**src/rtl/seg7_scan_driver_if.sv**
```systemverilog
// Bus between a value source and the multiplexed 7-segment driver.
// The source uses the master modport and the driver uses the slave modport.
interface seg7_scan_driver_if #(
  parameter int DIGITS = 4
);
  logic                  load;
  logic [4*DIGITS-1:0]   value;
  logic [DIGITS-1:0]     dp_in;
  logic                  blank_in;
  logic [6:0]            seg;
  logic                  dp;
  logic [DIGITS-1:0]     dig;
  logic                  frame_tick;
  logic                  pending;

  modport master (
    output load, value, dp_in, blank_in,
    input  seg, dp, dig, frame_tick, pending
  );

  modport slave (
    input  load, value, dp_in, blank_in,
    output seg, dp, dig, frame_tick, pending
  );
endinterface

```
**src/rtl/seg7_scan_driver.sv**
```systemverilog
// Multiplexed N-digit hex 7-segment driver with a frame-synchronous shadow value,
// leading-zero suppression, blanking, one-cycle dead time and configurable pin polarity.
module seg7_scan_driver #(
  parameter int DIGITS         = 4,
  parameter int CLK_DIV        = 1000,
  parameter int LZ_SUPPRESS    = 1,
  parameter int SEG_ACTIVE_LOW = 0,
  parameter int DIG_ACTIVE_LOW = 0
) (
  input logic               clk,
  input logic               rst,
  seg7_scan_driver_if.slave bus
);

  localparam int PW = $clog2(CLK_DIV);
  localparam int IW = (DIGITS > 1) ? $clog2(DIGITS) : 1;

  localparam logic [PW-1:0]     LAST_PRESC = PW'(CLK_DIV - 1);
  localparam logic [IW-1:0]     LAST_IDX   = IW'(DIGITS - 1);
  localparam logic [6:0]        SEG_INV    = (SEG_ACTIVE_LOW != 0) ? 7'h7F : 7'h00;
  localparam logic              DP_INV     = (SEG_ACTIVE_LOW != 0);
  localparam logic [DIGITS-1:0] DIG_INV    = (DIG_ACTIVE_LOW != 0) ? '1 : '0;

  function automatic logic [6:0] f_decode(input logic [3:0] nib);
    case (nib)
      4'h0: f_decode = 7'h7E;
      4'h1: f_decode = 7'h30;
      4'h2: f_decode = 7'h6D;
      4'h3: f_decode = 7'h79;
      4'h4: f_decode = 7'h33;
      4'h5: f_decode = 7'h5B;
      4'h6: f_decode = 7'h5F;
      4'h7: f_decode = 7'h70;
      4'h8: f_decode = 7'h7F;
      4'h9: f_decode = 7'h7B;
      4'hA: f_decode = 7'h77;
      4'hB: f_decode = 7'h1F;
      4'hC: f_decode = 7'h4E;
      4'hD: f_decode = 7'h3D;
      4'hE: f_decode = 7'h4F;
      default: f_decode = 7'h47;
    endcase
  endfunction

  logic [PW-1:0]              r_presc;
  logic [IW-1:0]              r_idx;
  logic [DIGITS-1:0][3:0]     r_disp;
  logic [DIGITS-1:0]          r_disp_dp;
  logic [DIGITS-1:0][3:0]     r_shadow;
  logic [DIGITS-1:0]          r_shadow_dp;
  logic                       r_pending;
  logic                       r_frame_tick;
  logic [6:0]                 r_seg;
  logic                       r_dp;
  logic [DIGITS-1:0]          r_dig;

  logic [DIGITS-1:0][3:0]     w_value;
  logic                       w_frame_end;
  logic [DIGITS-1:0]          w_lz_blank;
  logic [6:0]                 w_seg_lit;
  logic [DIGITS-1:0]          w_dig_sel;

  assign w_value     = bus.value;
  assign w_frame_end = (r_presc == LAST_PRESC) && (r_idx == LAST_IDX);

  // A digit is blanked when it and every more significant nibble are zero.
  always_comb begin : lz_scan
    logic zero_above;
    // NOTE: every variable gets a default first so no path can infer a latch.
    zero_above = 1'b1;
    w_lz_blank = '0;
    for (int i = DIGITS - 1; i > 0; i--) begin
      zero_above    = zero_above && (r_disp[i] == 4'h0);
      w_lz_blank[i] = zero_above && (LZ_SUPPRESS != 0);
    end
  end

  assign w_seg_lit = w_lz_blank[r_idx] ? 7'h00 : f_decode(r_disp[r_idx]);
  assign w_dig_sel = ((r_presc == '0) || bus.blank_in) ? '0 : (DIGITS'(1) << r_idx);

  // NOTE: sequential state uses non-blocking assignments only.
  always_ff @(posedge clk) begin
    if (rst) begin
      // NOTE: the display and shadow buffers are reset so the first frame shows a defined 0.
      r_presc      <= '0;
      r_idx        <= '0;
      r_disp       <= '0;
      r_disp_dp    <= '0;
      r_shadow     <= '0;
      r_shadow_dp  <= '0;
      r_pending    <= 1'b0;
      r_frame_tick <= 1'b0;
      r_seg        <= SEG_INV;
      r_dp         <= DP_INV;
      r_dig        <= DIG_INV;
    end else begin
      if (r_presc == LAST_PRESC) begin
        r_presc <= '0;
        r_idx   <= (r_idx == LAST_IDX) ? '0 : r_idx + 1'b1;
      end else begin
        r_presc <= r_presc + 1'b1;
      end

      if (bus.load) begin
        r_shadow    <= w_value;
        r_shadow_dp <= bus.dp_in;
      end

      // A load coinciding with the frame end bypasses the shadow and leaves nothing pending.
      if (w_frame_end) begin
        if (bus.load) begin
          r_disp    <= w_value;
          r_disp_dp <= bus.dp_in;
        end else if (r_pending) begin
          r_disp    <= r_shadow;
          r_disp_dp <= r_shadow_dp;
        end
        r_pending <= 1'b0;
      end else if (bus.load) begin
        r_pending <= 1'b1;
      end

      r_frame_tick <= w_frame_end;
      r_seg        <= w_seg_lit ^ SEG_INV;
      r_dp         <= r_disp_dp[r_idx] ^ DP_INV;
      r_dig        <= w_dig_sel ^ DIG_INV;
    end
  end

  assign bus.seg        = r_seg;
  assign bus.dp         = r_dp;
  assign bus.dig        = r_dig;
  assign bus.frame_tick = r_frame_tick;
  assign bus.pending    = r_pending;

endmodule
```
**src/flat_wrapper.sv**
```systemverilog
// flat-port wrapper written by rule: the top's interface ports become plain ports
module seg7_scan_driver_flat 
#(
  parameter int DIGITS         = 4,
  parameter int CLK_DIV        = 1000,
  parameter int LZ_SUPPRESS    = 1,
  parameter int SEG_ACTIVE_LOW = 0,
  parameter int DIG_ACTIVE_LOW = 0
)
  (clk, rst, bus_load, bus_value, bus_dp_in, bus_blank_in, bus_seg, bus_dp, bus_dig, bus_frame_tick, bus_pending);
  seg7_scan_driver_if #(.DIGITS(DIGITS)) bus_i ();
  input logic clk;
  input logic rst;
  input wire logic [$bits(bus_i.load)-1:0] bus_load;
  input wire logic [$bits(bus_i.value)-1:0] bus_value;
  input wire logic [$bits(bus_i.dp_in)-1:0] bus_dp_in;
  input wire logic [$bits(bus_i.blank_in)-1:0] bus_blank_in;
  output wire logic [$bits(bus_i.seg)-1:0] bus_seg;
  output wire logic [$bits(bus_i.dp)-1:0] bus_dp;
  output wire logic [$bits(bus_i.dig)-1:0] bus_dig;
  output wire logic [$bits(bus_i.frame_tick)-1:0] bus_frame_tick;
  output wire logic [$bits(bus_i.pending)-1:0] bus_pending;
  assign bus_i.load = bus_load;
  assign bus_i.value = bus_value;
  assign bus_i.dp_in = bus_dp_in;
  assign bus_i.blank_in = bus_blank_in;
  assign bus_seg = bus_i.seg;
  assign bus_dp = bus_i.dp;
  assign bus_dig = bus_i.dig;
  assign bus_frame_tick = bus_i.frame_tick;
  assign bus_pending = bus_i.pending;
  seg7_scan_driver #(.DIGITS(DIGITS), .CLK_DIV(CLK_DIV), .LZ_SUPPRESS(LZ_SUPPRESS), .SEG_ACTIVE_LOW(SEG_ACTIVE_LOW), .DIG_ACTIVE_LOW(DIG_ACTIVE_LOW)) u_core (.clk(clk), .rst(rst), .bus(bus_i));
endmodule
```
**config.mk**
```make
export PLATFORM = sky130hd
export DESIGN_NAME = seg7_scan_driver_flat
export DESIGN_NICKNAME = d
export VERILOG_FILES = /design/src/rtl/seg7_scan_driver_if.sv /design/src/rtl/seg7_scan_driver.sv /design/src/flat_wrapper.sv
export SDC_FILE = /design/constraint.sdc
export NUM_CORES = 1
export LEC_CHECK = 0
export ABC_AREA = 1
export CORE_AREA = 5 5 87 89
export DETAILED_ROUTE_END_ITERATION = 12
export DIE_AREA = 0 0 92 94
export PLACE_DENSITY = 0.68
export RECOVER_POWER = 50
export SLEW_MARGIN = 20
export SYNTH_ARGS = -nofsm -noshare
export SYNTH_HDL_FRONTEND = slang
export SYNTH_SLANG_ARGS = --single-unit
```
**constraint.sdc**
```tcl
create_clock -name clk -period 5.4 [get_ports clk]
set_input_delay 0.81 -clock clk [delete_from_list [all_inputs] [get_ports clk]]
set_output_delay 0.81 -clock clk [all_outputs]
set_load 0.03 [all_outputs]
```
==> flow_metrics.env <==
export IMPL_cts_tree="yes"
export IMPL_syn_area_um2=2940
export IMPL_powerDensity_nw_per_um2=287
export IMPL_critPathKind="primary input to register"
export IMPL_relSlewSlack=0.371
export IMPL_nets=459
export IMPL_worst_pin_slew_ps=940
export IMPL_portBuffers=37
export IMPL_post_cts_setup_buffer_count=0
export IMPL_rsz0062_at_grt="false"
export IMPL_leakagePower_nw=1.52
export IMPL_post_route_min_period_ps=2930
export IMPL_final_hold_violation_count=0
export IMPL_dieArea_um2=8650
export IMPL_worst_path_largest_cell_delay_ps=1150
export IMPL_viasPerCell=4.87
export IMPL_grt_max_degree=41
export IMPL_cp_max_fo=26
export IMPL_skew_ps=11.9
export IMPL_crit_slowest_cell="dlygate4sd3_1"
export IMPL_crit_reg2reg_launch="u_core.r_idx[0]$_SDFFE_PP0P_"
export IMPL_clk_latency_ps=350
export IMPL_cp_required_ps=5620
export IMPL_setup_viol=0
export IMPL_antenna_found_initial=0
export IMPL_status="finished, final reports clean"
export IMPL_max_clock_freq_mhz=342
export IMPL_core_um2=6680
export IMPL_dieWidth_um=92
export IMPL_dp_hpwl_um=4210
export IMPL_crit_arrival_ps=3150
export IMPL_cts_root_buf="clkbuf_8"
export IMPL_synth_top_area_cell="dfxtp_1"
export IMPL_syn_instance_count=390
export IMPL_cts_resized=0
export IMPL_drive_gt1_frac=0.0651
export IMPL_final_setup_tns_ps=0
export IMPL_synth_area_leaders="dfxtp_1, nor2_1, nand2_1"
export IMPL_cts_sinks=66
export IMPL_cp_end_kind="register"
export IMPL_ir_drop_mv=0.207
export IMPL_area_delta_synth_final_pct=20.3
export IMPL_ctsHoldBuffers=0
export IMPL_wl_um=5910
export IMPL_grt_pass1_vias=2359
export IMPL_initial_core_util=0.440
export IMPL_synth_seq_area_share=0.449
export IMPL_htreeDepth=3
export IMPL_holdWs_ps=484
export IMPL_place_congestion=0.864
export IMPL_drt_iter0_drc=117
export IMPL_finalMaxSlewViolations=0
export IMPL_timing_final_ws_setup_ps=2470
export IMPL_numCtsBuffers=9
export IMPL_r2r_cells=10
export IMPL_period_share=0.542
export IMPL_netlist_area_leader_share=0.449
export IMPL_yosysWarnings=0
export IMPL_max_clock_path_buffers=2
export IMPL_rows=30
export IMPL_path_cells="dlygate4sd3_1 > inv_1 > nand2_1 > nor3_1"
export IMPL_grt_total_usage=0.149
export IMPL_wire_per_inst_um=11.6
export IMPL_ant_nets=0
export IMPL_hold_start="u_core.r_disp[0]$_SDFFE_PP0P_"
export IMPL_reg2reg_slack_ps=3190
export IMPL_avgSynthCellArea_um2=7.55
export IMPL_die_h_um=94
export IMPL_syn_nets=424
export IMPL_dp_slack_ps=2090
export IMPL_overflow=0
export IMPL_first_pass_iters=4
export IMPL_vias=2484
export IMPL_startpoint_type="primary input"
export IMPL_drc=0
export IMPL_endpoint="u_core.r_presc[6]$_SDFF_PP0_"
export IMPL_hp_class="register to register"
export IMPL_synth_cell_types=28
export IMPL_drv_cap=0
export IMPL_ioPinCount=38
export IMPL_diodes=0
export IMPL_critPathLaunch="rst"
export IMPL_grt_pass1_wl_um=10300
export IMPL_clkSlewWorstSetupHoldPaths_ps=70
export IMPL_reg2reg_to="u_core.bus.seg[3]$_SDFF_PP0_"
export IMPL_fill_cells=657
export IMPL_ys_seq_elements=66
[logic make-up after synthesis]
kind of cell / after synthesis / synth area share
flops: 66 / 0.449
buf+inv: 43 / 0.0672
simple gates: 225 / 0.326
compound gates: 24 / 0.0417
mux: 20 / 0.0680
fa+ha+maj: 10 / 0.0425
xor+xnor: 2 / 0.00595
[cell usage in the layout (no fill, tap or decap), drive strengths merged]
cell           instances
nand4                  5
mux2i                 20
clkbuf                12
nor2                  95
nand3b                 2
ha                    10
a21oi                 16
nor3b                  1
nand2                 89
clkinv                 3
nand3                 25
dlygate4sd3           14
bufinv                 1
dfxtp                 66
xor2                   1
clkdlybuf4s50         22
xnor2                  1
a22oi                  1
buf                    2
inv                   29
o21ai                  7
nor3                   8
[routing by layer]
| metal | up-vias | global-route usage | routed length, µm | share of wire |
|---|---|---|---|---|
| li1 | 1303 | - | - | - |
| met5 | - | 0 | 0 | 0 |
| met3 | 15 | 0.0481 | 301 | 0.051 |
| met4 | 0 | 0.0755 | 155 | 0.026 |
| met1 | 1106 | 0.183 | 2890 | 0.49 |
| met2 | 60 | 0.235 | 2560 | 0.43 |
[stage by stage]
step / area [µm²] / util / cells / total power, mW
2_1_floorplan: 2940 / - / 390 / 0.560
3_3_place_gp: 3330 / 0.499 / 494 / 0.590
3_5_place_dp: 3330 / 0.499 / 494 / 0.592
4_1_cts: 3550 / 0.531 / 510 / 1.03
5_1_grt: 3540 / 0.530 / 510 / 1.06
6_report: 3540 / 0.530 / 510 / 1.02
[sequential cells by signal, summed over array words and instances, names as in the netlist]
name	flops
u_core.bus.dig	4
u_core.bus.dp	1
u_core.bus.frame_tick	1
u_core.bus.pending	1
u_core.bus.seg	7
u_core.r_disp	16
u_core.r_disp_dp	4
u_core.r_idx	2
u_core.r_presc	10
u_core.r_shadow	16
u_core.r_shadow_dp	4
[worst min-delay path by stage]
stage / end / slack, ps / cells past startpoint
5_1_grt: u_core.r_disp_dp[0]$_SDFFE_PP0P_ / 520 / 2
3_5_place_dp: u_core.r_disp[3]$_SDFFE_PP0P_ / 470 / 2
2_1_floorplan: u_core.r_presc[0]$_SDFF_PP0_ / 440 / 1
4_1_cts: u_core.r_disp_dp[0]$_SDFFE_PP0P_ / 490 / 2
3_3_place_gp: u_core.r_presc[0]$_SDFF_PP0_ / 460 / 1
6_report: u_core.r_disp[0]$_SDFFE_PP0P_ / 480 / 2
[worst max-delay path, delay by kind of cell]
family / cells / cell delay (ps)
and+or+nand+nor: 2 / 560
buffers and inverters: 2 / 1770
[Yosys cell counts]
| cell type | count |
|---|---|
| nand2_4 | 1 |
| nor2_1 | 94 |
| clkbuf_1 | 3 |
| nand4_1 | 5 |
| inv_2 | 3 |
| nor3_1 | 6 |
| nand3b_1 | 2 |
| mux2i_1 | 20 |
| buf_1 | 2 |
| nand3_4 | 1 |
| o21ai_0 | 4 |
| buf_2 | 5 |
| nor3_2 | 1 |
| a22oi_1 | 1 |
| xor2_1 | 1 |
| inv_1 | 26 |
| a21oi_1 | 16 |
| o21ai_1 | 3 |
| dfxtp_1 | 66 |
| ha_1 | 10 |
| xnor2_1 | 1 |
| nor3b_1 | 1 |
| nor3_4 | 1 |
| nor2_4 | 1 |
| nand2_2 | 2 |
| nand2_1 | 86 |
| nand3_1 | 24 |
| buf_6 | 4 |
[power by group]
part	total (mW)	internal (mW)	switching (mW)
Sequential	0.506	0.501	0.00559
Clock	0.437	0.250	0.187
Combinational	0.0717	0.0338	0.0379
Total	1.02	0.785	0.231
[layout make-up]
cell class	count	area (µm²)	share of cell area
Clock buffer	12	165	0.0466
Multi-Input combinational cell	281	1420	0.402
Inverter	29	109	0.0307
Tap cell	80	100	0.0283
Clock inverter	4	48.8	0.0138
Sequential cell	66	1320	0.373
Timing Repair Buffer	38	373	0.105
Power figures use the tool's default switching activity.
